$ cat src/rtl/fetch_pkg.sv
// fetch_pkg: shared types and constants for the instruction-fetch stage.
package fetch_pkg;
    localparam int DEF_PC_WIDTH    = 16;
    localparam int DEF_INSTR_WIDTH = 16;
    localparam logic [3:0] HALT_OPCODE = 4'hF;

    typedef enum logic [1:0] {
        S_IDLE,
        S_RUN,
        S_HALTED
    } state_t;
endpackage

$ cat src/rtl/fetch_fifo.sv
// fetch_fifo: power-of-two synchronous FIFO; clear beats push, head reads 0 when empty.
module fetch_fifo #(
    parameter int DEPTH = 2,
    parameter int WIDTH = 32,
    localparam int AW = $clog2(DEPTH),
    localparam int CW = AW + 1
) (
    input  logic             clk,
    input  logic             reset_n,
    input  logic             clear,
    input  logic             push,
    input  logic             pop,
    input  logic [WIDTH-1:0] din,
    output logic [CW-1:0]    count,
    output logic [WIDTH-1:0] dout
);
    logic [WIDTH-1:0] mem [DEPTH];
    logic [AW-1:0]    rd_ptr;
    logic [AW-1:0]    wr_ptr;

    always_ff @(posedge clk or negedge reset_n) begin
        if (!reset_n) begin
            rd_ptr <= '0;
            wr_ptr <= '0;
            count  <= '0;
        end else if (clear) begin
            rd_ptr <= '0;
            wr_ptr <= '0;
            count  <= '0;
        end else begin
            if (push) wr_ptr <= wr_ptr + AW'(1);
            if (pop) rd_ptr <= rd_ptr + AW'(1);
            count <= count + CW'(push) - CW'(pop);
        end
    end

    always_ff @(posedge clk) begin
        if (push && !clear) mem[wr_ptr] <= din;
    end

    assign dout = (count != '0) ? mem[rd_ptr] : '0;
endmodule

$ cat src/rtl/fetch_unit.sv
// fetch_unit: PC, fetch FSM and redirect handling feeding a {pc, instr} skid FIFO.
// Optional HALT-opcode stop is enabled by defining FETCH_HALT_EN.
module fetch_unit
    import fetch_pkg::*;
#(
    parameter int PC_WIDTH    = DEF_PC_WIDTH,
    parameter int INSTR_WIDTH = DEF_INSTR_WIDTH,
    parameter logic [PC_WIDTH-1:0] RESET_PC = '0,
    parameter int FIFO_DEPTH  = 2
) (
    input  logic                   clk,
    input  logic                   reset_n,
    input  logic                   fetch_en,
    output logic [PC_WIDTH-1:0]    imem_pc,
    input  logic [INSTR_WIDTH-1:0] imem_instr,
    input  logic                   redirect_valid,
    input  logic [PC_WIDTH-1:0]    redirect_pc,
    output logic                   out_valid,
    input  logic                   out_ready,
    output logic [PC_WIDTH-1:0]    out_pc,
    output logic [INSTR_WIDTH-1:0] out_instr,
    output logic                   halted
);
    localparam int CW = $clog2(FIFO_DEPTH) + 1;
    localparam logic [CW-1:0] FULL = CW'(FIFO_DEPTH);

    state_t state, state_nx;
    logic [PC_WIDTH-1:0] pc;
    logic [CW-1:0]       count;
    logic                fetch;
    logic                pop;
    logic                halt_hit;

    always_ff @(posedge clk or negedge reset_n) begin
        if (!reset_n) state <= S_IDLE;
        else state <= state_nx;
    end

    always_comb begin
        state_nx = state;
        if (redirect_valid) state_nx = fetch_en ? S_RUN : S_IDLE;
        else if (state == S_IDLE) state_nx = fetch_en ? S_RUN : S_IDLE;
        else if (state == S_RUN) state_nx = !fetch_en ? S_IDLE : halt_hit ? S_HALTED : S_RUN;
    end

    // Fetch is judged on pre-pop occupancy, so a full FIFO never pushes even while popping.
    always_comb begin
        fetch = state == S_RUN && fetch_en && count < FULL && !redirect_valid;
`ifdef FETCH_HALT_EN
        halt_hit = fetch && imem_instr[INSTR_WIDTH-1 -: 4] == HALT_OPCODE;
        halted   = state == S_HALTED;
`else
        halt_hit = 1'b0;
        halted   = 1'b0;
`endif
    end

    always_ff @(posedge clk or negedge reset_n) begin
        if (!reset_n) pc <= RESET_PC;
        else pc <= redirect_valid ? redirect_pc : fetch ? pc + PC_WIDTH'(1) : pc;
    end

    assign imem_pc   = pc;
    assign out_valid = count != '0;
    assign pop       = out_valid && out_ready;

    fetch_fifo #(
        .DEPTH(FIFO_DEPTH),
        .WIDTH(PC_WIDTH + INSTR_WIDTH)
    ) u_fifo (
        .clk    (clk),
        .reset_n(reset_n),
        .clear  (redirect_valid),
        .push   (fetch),
        .pop    (pop),
        .din    ({pc, imem_instr}),
        .count  (count),
        .dout   ({out_pc, out_instr})
    );
endmodule

$ cat config.mk
export PLATFORM = sky130hd
export DESIGN_NAME = fetch_unit
export DESIGN_NICKNAME = d
export VERILOG_FILES = /design/src/rtl/fetch_pkg.sv /design/src/rtl/fetch_fifo.sv /design/src/rtl/fetch_unit.sv
export SDC_FILE = /design/constraint.sdc
export NUM_CORES = 1
export LEC_CHECK = 0
export CAP_MARGIN = 20
export CELL_PAD_IN_SITES_DETAIL_PLACEMENT = 0
export CELL_PAD_IN_SITES_GLOBAL_PLACEMENT = 1
export CORE_ASPECT_RATIO = 0.8
export CORE_MARGIN = 3
export CORE_UTILIZATION = 54
export CTS_CLUSTER_SIZE = 25
export DETAILED_ROUTE_END_ITERATION = 8
export DONT_BUFFER_PORTS = 1
export GPL_TIMING_DRIVEN = 0
export MAX_ROUTING_LAYER = met4
export PLACE_DENSITY = 0.93
export SLEW_MARGIN = 20
export SYNTH_ARGS = -nofsm -noshare
export SYNTH_HDL_FRONTEND = slang
export SYNTH_SLANG_ARGS = --single-unit
$ cat constraint.sdc
create_clock -name clk -period 9.75 [get_ports clk]
set_input_delay 1.4625 -clock clk [delete_from_list [all_inputs] [get_ports clk]]
set_output_delay 1.4625 -clock clk [all_outputs]
set_load 0.1 [all_outputs]
=== Word-level counts from Yosys, hierarchy flattened ===
Memory sizes are Yosys's and may differ from the RTL's.
Index checks and enable logic that the tools add are counted.

* Bits in registers: 22
* Memory bits (writable): 64
* Input bits: 37
* Output and inout port bits: 50
* Logic and storage cells: 38
* Memories: 1

{| class="wikitable"
|+ Memories
! memory !! words !! bits a word !! rd ports !! clocked after Yosys merged registers in !! write ports !! RTL line !! source
|-
| u_fifo.mem || 2 || 32 || 1 || 0 || 1 || fetch_fifo.sv:17 || <nowiki>logic [WIDTH-1:0] mem [DEPTH];</nowiki>
|}

* $add $sub $neg: 5
* Magnitude comparators: 1
* Eq/ne operators: 1
* Muxes and demuxes: 14
* Reduce and logical (&&, ||, !) cells: 11

{| class="wikitable"
|+ Operators with widths
! operator !! number
|-
| $mux W16 || 2
|-
| $mux W32 || 1
|-
| $add A16 B1 Y16 const B || 1
|-
| $mux W2 || 4
|-
| $mux W1 || 7
|-
| $reduce_bool A2 Y1 || 3
|-
| $logic_and A1 B1 Y1 || 5
|-
| $reduce_bool A3 Y1 || 1
|-
| $add A1 B1 Y1 const B || 2
|-
| $add A2 B1 Y2 || 1
|-
| $eq A2 B1 Y1 const B || 1
|-
| $logic_not A2 Y1 || 1
|-
| $lt A2 B2 Y1 const B || 1
|-
| $sub A2 B1 Y2 || 1
|-
| $logic_not A1 Y1 || 1
|}

=== Depth between registers and ports, before layout ===
* Depth after elaboration: 7
* Mapped depth: 9

=== Modules after synthesis ===
A second synthesis with hierarchy kept.

* Cell total of the unflattened synthesis: 263
* Area total of the unflattened synthesis: 3613.5 um2

{| class="wikitable"
|+ Modules (own cells, without submodules)
! module !! times used !! cells an instance !! area an instance (um2)
|-
| fetch_fifo || 1 || 153 || 2657.5
|-
| fetch_unit || 1 || 110 || 955.9
|}

=== Least setup slack after synthesis ===
OpenSTA, ideal clock, no wires.

* Path kind: in2reg
* Start point: in redirect_valid
* End point: mem u_fifo.mem[0][0] (enable)
* Setup time: 461 ps
* Arrival time: 4086 ps
* Data required time: 9289 ps
* Setup slack: 5203 ps
* Stages on the path: 3
* Path buffers: 2
* Path through: buf_2 -> buf_1 -> nor3_1

* Longest elaborated chain between the ends: 5

{| class="wikitable"
|+ Ends and longest elaborated chain
! item !! RTL line !! source
|-
| start, declared || fetch_unit.sv:16 || <nowiki>input logic redirect_valid,</nowiki>
|-
| $logic_not A1 Y1 * || fetch_fifo.sv:38, fetch_unit.sv:48 ||
|-
| $logic_and A1 B1 Y1 || fetch_unit.sv:48 || <nowiki>fetch = state == S_RUN && fetch_en && count < FULL && !redirect_valid;</nowiki>
|-
| $logic_and A1 B1 Y1 * || fetch_fifo.sv:38 || <nowiki>if (push && !clear) mem[wr_ptr] <= din;</nowiki>
|-
| $mux W1 * || fetch_fifo.sv:38 ||
|-
| $mux W1 (implied by the code) * || fetch_fifo.sv:38 ||
|-
| end, declared || fetch_fifo.sv:17 ||
|}

Every way passes the cells marked *; elsewhere a longest branch is shown, timed or not.

=== Worst setup path in the final report ===
* Start point: reg u_fifo.rd_ptr
* End point: out out_pc[10]

* Longest elaborated chain between the ends: 2

{| class="wikitable"
|+ Ends and longest elaborated chain
! item !! RTL line !! source
|-
| start, declared || fetch_fifo.sv:18 || <nowiki>logic [AW-1:0] rd_ptr;</nowiki>
|-
| start signal, assigned || fetch_fifo.sv:32 || <nowiki>if (pop) rd_ptr <= rd_ptr + AW'(1);</nowiki>
|-
| $mem_v2 Z2 W32 || - ||
|-
| $mux W32 || fetch_fifo.sv:41 || <nowiki>assign dout = (count != '0) ? mem[rd_ptr] : '0;</nowiki>
|-
| end, declared || fetch_unit.sv:20 || <nowiki>output logic [PC_WIDTH-1:0] out_pc,</nowiki>
|}

Every way passes these cells.

==> results.yml <==
place:
  pre_cts_slack_ns: 6.321
  io_buffers: 0
  place_hpwl_um: 4754
  dpl.cell_count: 349
  place.gp.congestion: 0.7760
grt:
  overflow: 0
  first_global_vias: 2068
  grt_max_degree: 22
  grt_pass1_wl_um: 10800
  antenna_found_initial: 0
  grt_use_total_pct: 19.28
hold_path:
  hold_class: "reg2reg"
clock_tree:
  htreeDepth: 3
  clock_latency_ns: 0.36
  ctsHoldBuffers: 0
  post_cts_resized: 0
  cts_tree: "done"
  cts.clk_slew.worst_paths_ns: 0.08
  root_buffer: "clkbuf_8"
  cts_setup_buffers: 0
  cts_buffers: 9
  clockBufferDepth: 2
  cts_sinks: 85
layout:
  final_nets: 316
  mostFrequentLayoutCell: "edfxtp_1"
  area_delta_synth_final_pct: 11.46
  layout_common_cells: "64 x edfxtp_1, 35 x mux2i_1, 32 x nor2_2, 21 x dfrtp_1, 17 x nand2_1"
  drive_gt1_share_pct: 24.56
  fin_cells: 365
  antennaDiodeCount: 0
  n_fill_cell: 508
timing:
  max_freq_mhz: 264.5
  setup-violations-final: 0
  clock_skew_ns: 0.004692
  grt_setup_unrepaired: "no"
  slew_headroom_pct: 24.45
  slew_violations: 0
  layout_setup_ws_ns: 5.969
  tightestPinTransition_ns: 1.133
  hold_viol: 0
  period_minus_slack_ns: 3.781
  period_share_pct: 38.78
  fin_tns_setup_ns: 0
logic_synthesis:
  synth_area_leaders: "edfxtp_1 53%, dfrtp_1 14%, mux2i_1 9.7%"
  synth_top_area_share_pct: 53.00
  synthXorXnorAreaFrac_pct: 3.623
  synthesis.area_um2: 3626
  synthDistinctLibCells: 33
  synthAdderAreaFrac_pct: 1.035
  synth_simple_gate_area_share_pct: 12.87
  yosysTopAreaCell: "edfxtp_1"
  avgSynthCellArea_um2: 13.89
  syn-instance-count: 261
  synth-compound-area-share_pct: 2.484
  synth_seq_cells: 85
  synthMuxAreaShare_pct: 9.972
  synth_top_family_by_area: "simple AND/OR/NAND/NOR gates"
  yosysWarnings: 0
  syn_nets: 301
  ys_seq_area_share_pct: 67.49
drt:
  routed_wl_um: 6754
  wl_per_cell_um: 18.50
  via_per_inst: 5.685
  drt_iter0_drc: 106
  postRouteAntennaNets: 0
  drt_pre_antenna_iters: 4
  wl_met1_um: 2741
  met3_length_um: 589
  highest_layer: "met4"
  drc_errors: 0
  vias: 2075
  dr_wl_met2_um: 3318
worst_setup_path:
  rr_worst_depth: 9
  path_max_fanout: 10
  startpoint: "u_fifo.rd_ptr$_DFFE_PN0P_"
  r2r_end: "u_fifo.count[1]$_DFF_PN0_"
  worstPathRequired_ns: 8.29
  critPathCaptureType: "output port"
  reg2reg_slack_ns: 6.97
  regToRegStartpoint: "u_fifo.count[1]$_DFF_PN0_"
  cp-start-kind: "register"
  worst-setup-path-type: "reg2out"
  cp.arrival_ns: 2.32
  cp-endpoint: "out_pc[10]"
floorplan:
  die_area_um2: 7740
  coreArea_um2: 6441
  die_height_um: 79.29
  start_util_pct: 56.29
  row_count: 26
  fp.dieW_um: 97.62
  ioPinCount: 87
outcome:
  status: "finished clean"
job:
  maxCapViolations: 0
Yosys cell counts (all sizes together):
cell type and number:
a221o 2, a22oi 2, and2 2, buf 7, clkbuf 6, conb 1
dfrtp 21, edfxtp 64, ha 3, inv 6, mux2 1, mux2i 35
nand2 17, nand3 3, nand3b 1, nand4 5, nand4b 1, nor2 41
nor2b 3, nor3 6, nor3b 2, nor4 6, o21ai 11, xnor2 11
xor2 4
sequential cells by signal, summed over array words and instances (netlist names):
name / flops
state: 1
u_fifo.wr_ptr: 1
u_fifo.rd_ptr: 1
u_fifo.count: 2
u_fifo.mem: 64
imem_pc: 16
worst max-delay path: stages, from the launching register on:
cell and delay [ns]:
dfrtp_1 0.33, clkbuf_1 0.28, buf_2 0.37, mux2i_1 0.14
nor2_2 0.84
per-layer routing:
layer,GRT usage (%),vias up
met5,-,-
met4,6.501,0
met3,9.306,10
met2,28.52,84
met1,23.43,1013
li1,-,968
cells by family (layout without fill, tap and decap cells):
group / Yosys count / in the layout
AND/OR/NAND/NOR: 87 / 87
flip-flops: 85 / 85
multiplexers: 36 / 36
buffers and inverters: 19 / 39
AO/OA/AOI/OAI: 15 / 15
XOR/XNOR: 15 / 15
adder cells (fa/ha/maj): 3 / 3
other: 1 / 1
worst min path at each step:
stage | start | end | cells after the start
after floorplan | u_fifo.wr_ptr$_DFFE_PN0P_ | u_fifo.wr_ptr$_DFFE_PN0P_ | 2
after global placement | u_fifo.wr_ptr$_DFFE_PN0P_ | u_fifo.wr_ptr$_DFFE_PN0P_ | 2
after detailed placement | u_fifo.wr_ptr$_DFFE_PN0P_ | u_fifo.wr_ptr$_DFFE_PN0P_ | 2
after CTS | u_fifo.wr_ptr$_DFFE_PN0P_ | u_fifo.wr_ptr$_DFFE_PN0P_ | 2
after global routing | u_fifo.wr_ptr$_DFFE_PN0P_ | u_fifo.wr_ptr$_DFFE_PN0P_ | 2
final | u_fifo.wr_ptr$_DFFE_PN0P_ | u_fifo.wr_ptr$_DFFE_PN0P_ | 2
per-stage QoR:
stage | hold WS (ns) | instance area, um2 | util (%)
detailed placement | 0.5817 | 3867 | 60.04
CTS | 0.6094 | 4041 | 62.74
floorplan | 0.5191 | 3626 | -
global placement | 0.5390 | 3731 | 57.93
global route | 0.6683 | 4041 | 62.74
finish | 0.6061 | 4041 | 62.74
area by class of cell:
type	instances	area, um2	share of cell area [%]
Tap cell	84	105.1	2.601
Timing Repair Buffer	4	50.05	1.238
Clock inverter	7	50.05	1.238
Sequential cell	85	2447	60.56
Buffer	13	65.06	1.610
Clock buffer	9	123.9	3.065
Inverter	6	22.52	0.5573
Multi-Input combinational cell	157	1177	29.13
Power is not shown: default switching activity piles up to over one toggle a cycle in this logic, so the estimate is an artifact.
